--- src/rtl/alu_seq.sv ---
// Sequential ALU: registered logic/add/sub, iterative shift-add multiply and
// restoring divide into a HI/LO pair, under a start/busy/done handshake.
module alu_seq #(
   parameter int WIDTH = 8
) (
   input  logic             clk,
   input  logic             rst,
   input  logic             start,
   input  logic [2:0]       funct,
   input  logic [WIDTH-1:0] a,
   input  logic [WIDTH-1:0] b,
   output logic [WIDTH-1:0] result,
   output logic             carry,
   output logic             div_zero,
   output logic             busy,
   output logic             done
);
   localparam int CW = $clog2(WIDTH + 1);
   localparam logic [CW-1:0] LAST = CW'(WIDTH - 1);

   typedef enum logic [1:0] {S_IDLE, S_MUL, S_DIV} state_t;

   state_t           state_q, state_d;
   logic [CW-1:0]    cnt_q, cnt_d;
   logic [WIDTH-1:0] opnd_q, opnd_d;
   logic [WIDTH-1:0] wh_q, wh_d, wl_q, wl_d;
   logic [WIDTH-1:0] hi_q, hi_d, lo_q, lo_d;
   logic [WIDTH-1:0] result_q, result_d;
   logic             carry_q, carry_d, dz_q, dz_d, done_q, done_d;

   logic [WIDTH:0]   add_s, sub_s, mul_sum;
   logic [WIDTH-1:0] div_rem, mul_wh, mul_wl, div_wh, div_wl;
   logic             div_ge;

   always_comb begin
      add_s   = {1'b0, a} + {1'b0, b};
      sub_s   = {1'b0, a} - {1'b0, b};
      // Working pair {wh,wl}: multiplier/dividend shifts through wl.
      mul_sum = {1'b0, wh_q} + (wl_q[0] ? {1'b0, opnd_q} : '0);
      mul_wh  = mul_sum[WIDTH:1];
      mul_wl  = {mul_sum[0], wl_q[WIDTH-1:1]};
      div_ge  = {wh_q, wl_q[WIDTH-1]} >= {1'b0, opnd_q};
      div_rem = {wh_q[WIDTH-2:0], wl_q[WIDTH-1]} - opnd_q;
      div_wh  = div_ge ? div_rem : {wh_q[WIDTH-2:0], wl_q[WIDTH-1]};
      div_wl  = {wl_q[WIDTH-2:0], div_ge};
   end

   always_comb begin
      state_d  = state_q;
      cnt_d    = cnt_q;
      opnd_d   = opnd_q;
      wh_d     = wh_q;
      wl_d     = wl_q;
      hi_d     = hi_q;
      lo_d     = lo_q;
      result_d = result_q;
      carry_d  = carry_q;
      dz_d     = dz_q;
      done_d   = 1'b0;
      case (state_q)
         S_IDLE: begin
            if (start) begin
               done_d = 1'b1;
               case (funct)
                  3'b000: result_d = a & b;
                  3'b001: result_d = ~(a | b);
                  3'b010: begin
                     result_d = add_s[WIDTH-1:0];
                     carry_d  = add_s[WIDTH];
                  end
                  3'b011: begin
                     result_d = sub_s[WIDTH-1:0];
                     carry_d  = sub_s[WIDTH];
                  end
                  3'b100: begin
                     done_d  = 1'b0;
                     state_d = S_MUL;
                     cnt_d   = '0;
                     opnd_d  = a;
                     wh_d    = '0;
                     wl_d    = b;
                  end
                  3'b101: begin
                     done_d  = 1'b0;
                     state_d = S_DIV;
                     cnt_d   = '0;
                     opnd_d  = b;
                     wh_d    = '0;
                     wl_d    = a;
                  end
                  3'b110:  result_d = hi_q;
                  default: result_d = lo_q;
               endcase
            end
         end
         S_MUL: begin
            wh_d  = mul_wh;
            wl_d  = mul_wl;
            cnt_d = cnt_q + 1'b1;
            if (cnt_q == LAST) begin
               hi_d     = mul_wh;
               lo_d     = mul_wl;
               result_d = mul_wl;
               done_d   = 1'b1;
               state_d  = S_IDLE;
            end
         end
         default: begin
            // A zero divisor never fails the trial subtract, so the quotient
            // fills with ones and the dividend shifts back out as remainder.
            wh_d  = div_wh;
            wl_d  = div_wl;
            cnt_d = cnt_q + 1'b1;
            if (cnt_q == LAST) begin
               hi_d     = div_wh;
               lo_d     = div_wl;
               result_d = div_wl;
               dz_d     = (opnd_q == '0);
               done_d   = 1'b1;
               state_d  = S_IDLE;
            end
         end
      endcase
   end

   always_ff @(posedge clk) begin
      if (rst) begin
         state_q  <= S_IDLE;
         cnt_q    <= '0;
         opnd_q   <= '0;
         wh_q     <= '0;
         wl_q     <= '0;
         hi_q     <= '0;
         lo_q     <= '0;
         result_q <= '0;
         carry_q  <= 1'b0;
         dz_q     <= 1'b0;
         done_q   <= 1'b0;
      end else begin
         state_q  <= state_d;
         cnt_q    <= cnt_d;
         opnd_q   <= opnd_d;
         wh_q     <= wh_d;
         wl_q     <= wl_d;
         hi_q     <= hi_d;
         lo_q     <= lo_d;
         result_q <= result_d;
         carry_q  <= carry_d;
         dz_q     <= dz_d;
         done_q   <= done_d;
      end
   end

   assign result   = result_q;
   assign carry    = carry_q;
   assign div_zero = dz_q;
   assign done     = done_q;
   assign busy     = (state_q != S_IDLE);
endmodule

--- config.mk ---
export PLATFORM = sky130hd
export DESIGN_NAME = alu_seq
export DESIGN_NICKNAME = d
export VERILOG_FILES = /design/src/rtl/alu_seq.sv
export SDC_FILE = /design/constraint.sdc
export NUM_CORES = 1
export LEC_CHECK = 0
export BUFFER_PORTS_ARGS = -buffer_cell sky130_fd_sc_hd__buf_2
export CAP_MARGIN = 40
export CELL_PAD_IN_SITES_DETAIL_PLACEMENT = 0
export CELL_PAD_IN_SITES_GLOBAL_PLACEMENT = 2
export CORE_ASPECT_RATIO = 1.25
export CORE_MARGIN = 2
export CORE_UTILIZATION = 36
export DETAILED_ROUTE_END_ITERATION = 10
export GPL_ROUTABILITY_DRIVEN = 0
export HOLD_SLACK_MARGIN = 0.02
export PLACE_DENSITY_LB_ADDON = 0.1
export SLEW_MARGIN = 15
export SYNTH_ARGS = -nofsm -noshare
export SYNTH_HDL_FRONTEND = slang
export SYNTH_SLANG_ARGS = --single-unit
--- constraint.sdc ---
create_clock -name clk -period 3.61 [get_ports clk]
set_clock_uncertainty 0.1 [all_clocks]
set_input_delay 0.361 -clock clk [delete_from_list [all_inputs] [get_ports clk]]
set_output_delay 0.361 -clock clk [all_outputs]
set_load 0.01 [all_outputs]
==> results_dict.tcl, run 1 <==
set metrics [dict create \
    status "completed" \
    grtUsageMet1_pct 27.4 \
    synthesis.area_um2 4450 \
    yosysSeqAreaShare_pct 25.6 \
    cp.required_ps 3690 \
    mostFrequentLayoutCell "nor2_1" \
    async_reset_ff_share_pct 0 \
    io_buffers 33 \
    numCtsBuffers 9 \
    diodes 0 \
    p_leak_nw 2.23 \
    root_buffer "clkbuf_16" \
    synth_warnings 0 \
    num-fill-cells 1252 \
    grt_pass1_vias 4222 \
    pin_count 34 \
    synth_edf_count 0 \
    synth.ff_latch_count 57 \
    p_total_mw 2.12 \
    maxCapViolations 0 \
    path_cells "and2_1 > ha_1 > fa_1 > a211oi_1 > o21bai_1 > a211oi_1 > nor3_1 > a211oi_1 > a2bb2oi_1 > nor2_1" \
    slew-limit-headroom_pct 42.0 \
    dieArea_um2 13300 \
    r2r-start "wl_q[0]" \
    setup_viol 0 \
    critPathCaptureType "register" \
    cts_hold_buf 0 \
    finalCritPeriodShare_pct 79.9 \
    viasPerCell 5.53 \
    p_per_area_nw_per_um2 414 \
    utilization_pct 42.3 \
    path_max_fanout 11 \
    clk_pin_slew_ps 50 \
    area_growth_pct 15.0 \
    slew_violations 0 \
    worst_skew_pair.late_latency_ps 330 \
    die_w_um 103 \
    grt-busiest-layer "met2" \
    slowest_delay_ps 430 \
    grt_overflow 0 \
    post_cts_buffers 0 \
    synthCells 574 \
    min_period_ps 2890 \
    drc 0 \
    drive_gt1_share_pct 12.2 \
    syn_avg_cell_area_um2 7.75 \
    drtIter0Drc 232 \
    finalNetCount 667 \
    path_class "register to register" \
    hold_path.startpoint "b[1]" \
    grt_pass1_wl_mm 22.8 \
    multi_input_area_um2 3030 \
    crit_slowest_cell "fa_1" \
    cts_resized 0 \
    crit_start "wl_q[0]" \
    grt_max_degree 43 \
    grt.met2_usage_pct 39.4 \
    synth_area_leader_cell "dfxtp_1" \
    synth_ff_type "dfxtp_1" \
    synth_nets 641 \
    core_area_um2 12100 \
    final_cell_mix "nor2_1, dfxtp_1, nand2_1" \
    vdd_drop_max_v 0.000220 \
    regArea_um2 1140 \
    worst_slew_pin_slew_ps 870 \
    holdPathStages 3 \
    rsz0062_at_grt "no" \
    wl_mm 14.6 \
    wl_per_cell_um 19.0 \
    drt-pass1-iter-count 4 \
    num_rows 45 \
    antenna_left 0 \
    start_util_pct 36.8 \
    hold_class "input pin to register" \
    fin_setup_tns_ps 0 \
    rr_worst_depth 10 \
    cp-start-kind "register" \
    cp.arrival_ps 2970 \
    die_h_um 128 \
    tritoncts "built" \
    cts.sinks 57 \
    clock_path_buffers 2 \
    via_count 4255 \
    yosys.area.top_type_share_pct 25.6 \
    grt.total_usage_pct 23.0 \
    hpwlAfterDp_mm 11.1 \
    place_worst_setup_slack_ps 766 \
    ys_types 60 \
    antenna_found_initial 0 \
    gr-usage-met3_pct 3.54 \
    setup_ws_ps 724 \
    hold_viol 0 \
    htree_levels 3 \
    ff2ff_setup_slack_ps 720 \
    fmax_mhz 346 \
    yosys-top-cells-area "dfxtp_1, ha_1, nor2_1" \
    cp_common_cell "a211oi_1" \
]
==> kinds of logic (layout without fill, tap and decap cells) <==
logic type / after synthesis / in the layout / synth area share (%)
simple gates: 185 / 185 / 18.8
compound gates: 181 / 181 / 28.2
buf+inv: 71 / 102 / 6.24
flops: 57 / 57 / 25.6
fa+ha+maj: 45 / 45 / 13.3
mux: 22 / 22 / 5.23
xor+xnor: 13 / 13 / 2.56
==> per-stage QoR <==
step	hold slack [ps]	cells	area, µm²
global route	368	769	5120
detailed placement	375	753	4800
floorplan	351	574	4450
CTS	325	769	5120
global placement	368	753	4800
finish	325	769	5120
==> worst paths after layout <==
check              endpoint
hold / removal    opnd_q[1]
setup / recovery    hi_q[5]
hold reg to reg    div_zero
setup reg to reg    hi_q[5]
==> critical path, delay by kind of cell, from the launching register on <==
family | cells | cell delay [ps]
AOI/OAI and AO/OA | 5 | 1230
DFF | 1 | 400
and+or+nand+nor | 3 | 360
adders and majority gates | 2 | 650
==> area by class of cell <==
| class | count | area share (%) |
|---|---|---|
| clock buffer | 11 | 4.74 |
| clock inverter | 5 | 1.54 |
| inverter | 38 | 2.79 |
| multi-input combinational | 446 | 59.2 |
| sequential | 57 | 22.3 |
| tap | 164 | 4.01 |
| timing repair buffer | 48 | 5.43 |
==> report_power, final <==
part	internal [mW]	switching [mW]
clock network	0.621	0.307
logic	0.199	0.301
registers	0.658	0.0308
total	1.48	0.639
==> metal layers <==
layer	wire, µm	vias up
li1	-	2128
met1	6240	1994
met4	629	0
met2	7240	101
met3	491	32
met5	0	-
==> synthesized netlist by cell type (2+ instances only) <==
cell type,count
a211oi_1,24
a221oi_1,5
a22oi_1,7
a31oi_1,6
a2bb2oi_1,3
and3_1,2
nor4_1,4
a22o_1,2
o21bai_1,5
a21oi_1,38
fa_1,4
o211ai_1,8
nor2_1,75
buf_2,9
nor3_1,14
xor2_1,6
o21a_1,5
a21o_1,4
a2111oi_0,2
ha_1,41
a211o_1,6
mux2_4,2
nand2b_1,8
xnor2_1,7
a222oi_1,2
nand2_1,48
clkbuf_1,20
mux2_2,2
o21ai_0,31
mux2i_1,18
nand4_1,3
o31ai_1,2
o31a_1,2
dfxtp_1,57
a32oi_1,2
nor2b_1,8
nand3_1,6
a311oi_1,12
o21ai_1,3
buf_1,4
inv_1,38
and2_1,11
==> flip-flops by register name (all words and copies together) (netlist names) <==
signal and cells:
hi_q 8, result 8, cnt_q 4, wl_q 8, state_q 2, lo_q 8, done 1, wh_q 8
opnd_q 8, carry 1, div_zero 1
(Power assumes the default switching activity.)
==> run 2: changes to the inputs <==
Settings changed: CORE_UTILIZATION 36 to 33.
Clock period 3.61 ns to 2.5 ns, I/O delays scaled along.
==> run 2 against run 1 <==
  * Combinational power rose by 74%
  * Critical path depth is 1 higher
  * Via count is 5.3% higher
  * Largest power group unchanged
  * Clock power is 52% higher
  * Sequential share of layout area fell by 2.1 points
  * Critical path type unchanged
  * Design area up 11%
  * Power grew 55%
  * Global-route usage down 0.38 points
==> results_dict.tcl, run 2 (same netlist as run 1, synthesis figures left out) <==
set metrics [dict create \
    status "completed" \
    tritoncts "built" \
    io_buffers 33 \
    maxCapViolations 0 \
    vdd_drop_max_v 0.000389 \
    drive_gt1_share_pct 23.5 \
    r2r-start "wl_q[0]" \
    final_area_um2 5690 \
    core_area_um2 13200 \
    hpwlAfterDp_mm 12.1 \
    finalNetCount 716 \
    grt_overflow 0 \
    hold_class "input pin to register" \
    utilization_pct 43.0 \
    path_max_fanout 4 \
    cp.required_ps 2600 \
    cts.sinks 57 \
    crit_start "wl_q[0]" \
    hold_viol 0 \
    p_leak_nw 2.50 \
    num_rows 47 \
    post_cts_buffers 0 \
    rsz0062_at_grt "yes" \
    setup_viol 0 \
    wl_mm 15.7 \
    viasPerCell 5.44 \
    via_count 4480 \
    final_cell_mix "nor2_1, buf_4, dfxtp_1" \
    slew_violations 0 \
    die_h_um 134 \
    grt.met2_usage_pct 41.2 \
    drt-pass1-iter-count 7 \
    clk_pin_slew_ps 50 \
    grtUsageMet1_pct 27.3 \
    fmax_mhz 412 \
    grt_pass1_wl_mm 24.8 \
    htree_levels 3 \
    post_dp_cell_area_um2 5200 \
    numCtsBuffers 9 \
    path_class "register to register" \
    worst_skew_pair.late_latency_ps 330 \
    cts_hold_buf 0 \
    mostFrequentLayoutCell "nor2_1" \
    finalCritPeriodShare_pct 97.0 \
    hold_path.startpoint "rst" \
    critPathCaptureType "register" \
    gr-usage-met3_pct 2.67 \
    min_period_ps 2420 \
    worst_slew_pin_slew_ps 654 \
    cp-start-kind "register" \
    die_w_um 108 \
    hold_ws_ps 223 \
    cp.arrival_ps 2520 \
    dieArea_um2 14400 \
    area_growth_pct 27.8 \
    grt_pass1_vias 4534 \
    antenna_left 0 \
    pin_count 34 \
    grt-busiest-layer "met2" \
    diodes 0 \
    grt_max_degree 40 \
    grt.total_usage_pct 22.7 \
    p_per_area_nw_per_um2 576 \
    finalNonFillerCells 823 \
    dp.cells 809 \
    clock_path_buffers 2 \
    drc 0 \
    slew-limit-headroom_pct 56.4 \
    root_buffer "clkbuf_16" \
    start_util_pct 33.6 \
    antenna_found_initial 0 \
    wl_per_cell_um 19.1 \
    drtIter0Drc 215 \
]
## run 2: cell types whose count changed in the layout (fill, tap and decap cells not counted), sizes merged
cell,change
bufinv,+1
clkinv,-3
buf,+49
## run 2: path summary, 6_finish.rpt
check,to,slack [ps],cells past startpoint
min,cnt_q[1],220,2
max,hi_q[5],80,11
min reg2reg,result[2],390,2
max reg2reg,hi_q[5],80,11
## run 2: power breakdown
part / leakage, nW / switching (mW) / internal, mW / total, mW
clock: 0.162 / 0.422 / 0.989 / 1.41
sequential: 0.467 / 0.0395 / 0.952 / 0.991
combinational: 1.87 / 0.486 / 0.386 / 0.872
total: 2.50 / 0.947 / 2.33 / 3.27
## run 2: routing by layer
metal  wire length (µm)  part of all wire (%)
met5                  0                     0
met4                404                   2.6
met3                550                   3.5
met1               6610                    42
met2               8180                    52
## run 2: what timing repair did
item / 4_1_cts / 5_1_grt
setup endpoints to repair: 5 / 15
pin swaps: 6 / 14
resized for setup: 7 / 32
cloned: 0 / 0
## run 2: layout make-up
| cell class | count | area, µm² |
|---|---|---|
| tap | 171 | 214 |
| clock buffer | 11 | 243 |
| fill | 1375 | 7540 |
| sequential | 57 | 1150 |
| clock inverter | 3 | 90.1 |
| multi-input combinational | 446 | 3190 |
| inverter | 38 | 143 |
| timing repair buffer | 97 | 658 |
## run 2: stage by stage
stage	setup TNS [ps]	worst slack, ps	power (mW)
finish	0	75.1	3.27
global route	-110	-43.8	3.43
CTS	0	12.9	3.27
detailed placement	-206	-75.3	1.84
global placement	-99.4	-40.2	1.84
floorplan	0	25.0	1.51
## run 2: critical path, cell delays in order (launching register included)
cell and delay (ps):
dfxtp_2 330, and2_4 160, ha_4 160, fa_2 390, a211oi_4 290, o21bai_1 130
a211oi_2 210, nor3_2 80, buf_4 140, o21ai_2 100, a2bb2oi_1 160, nor2_1 50
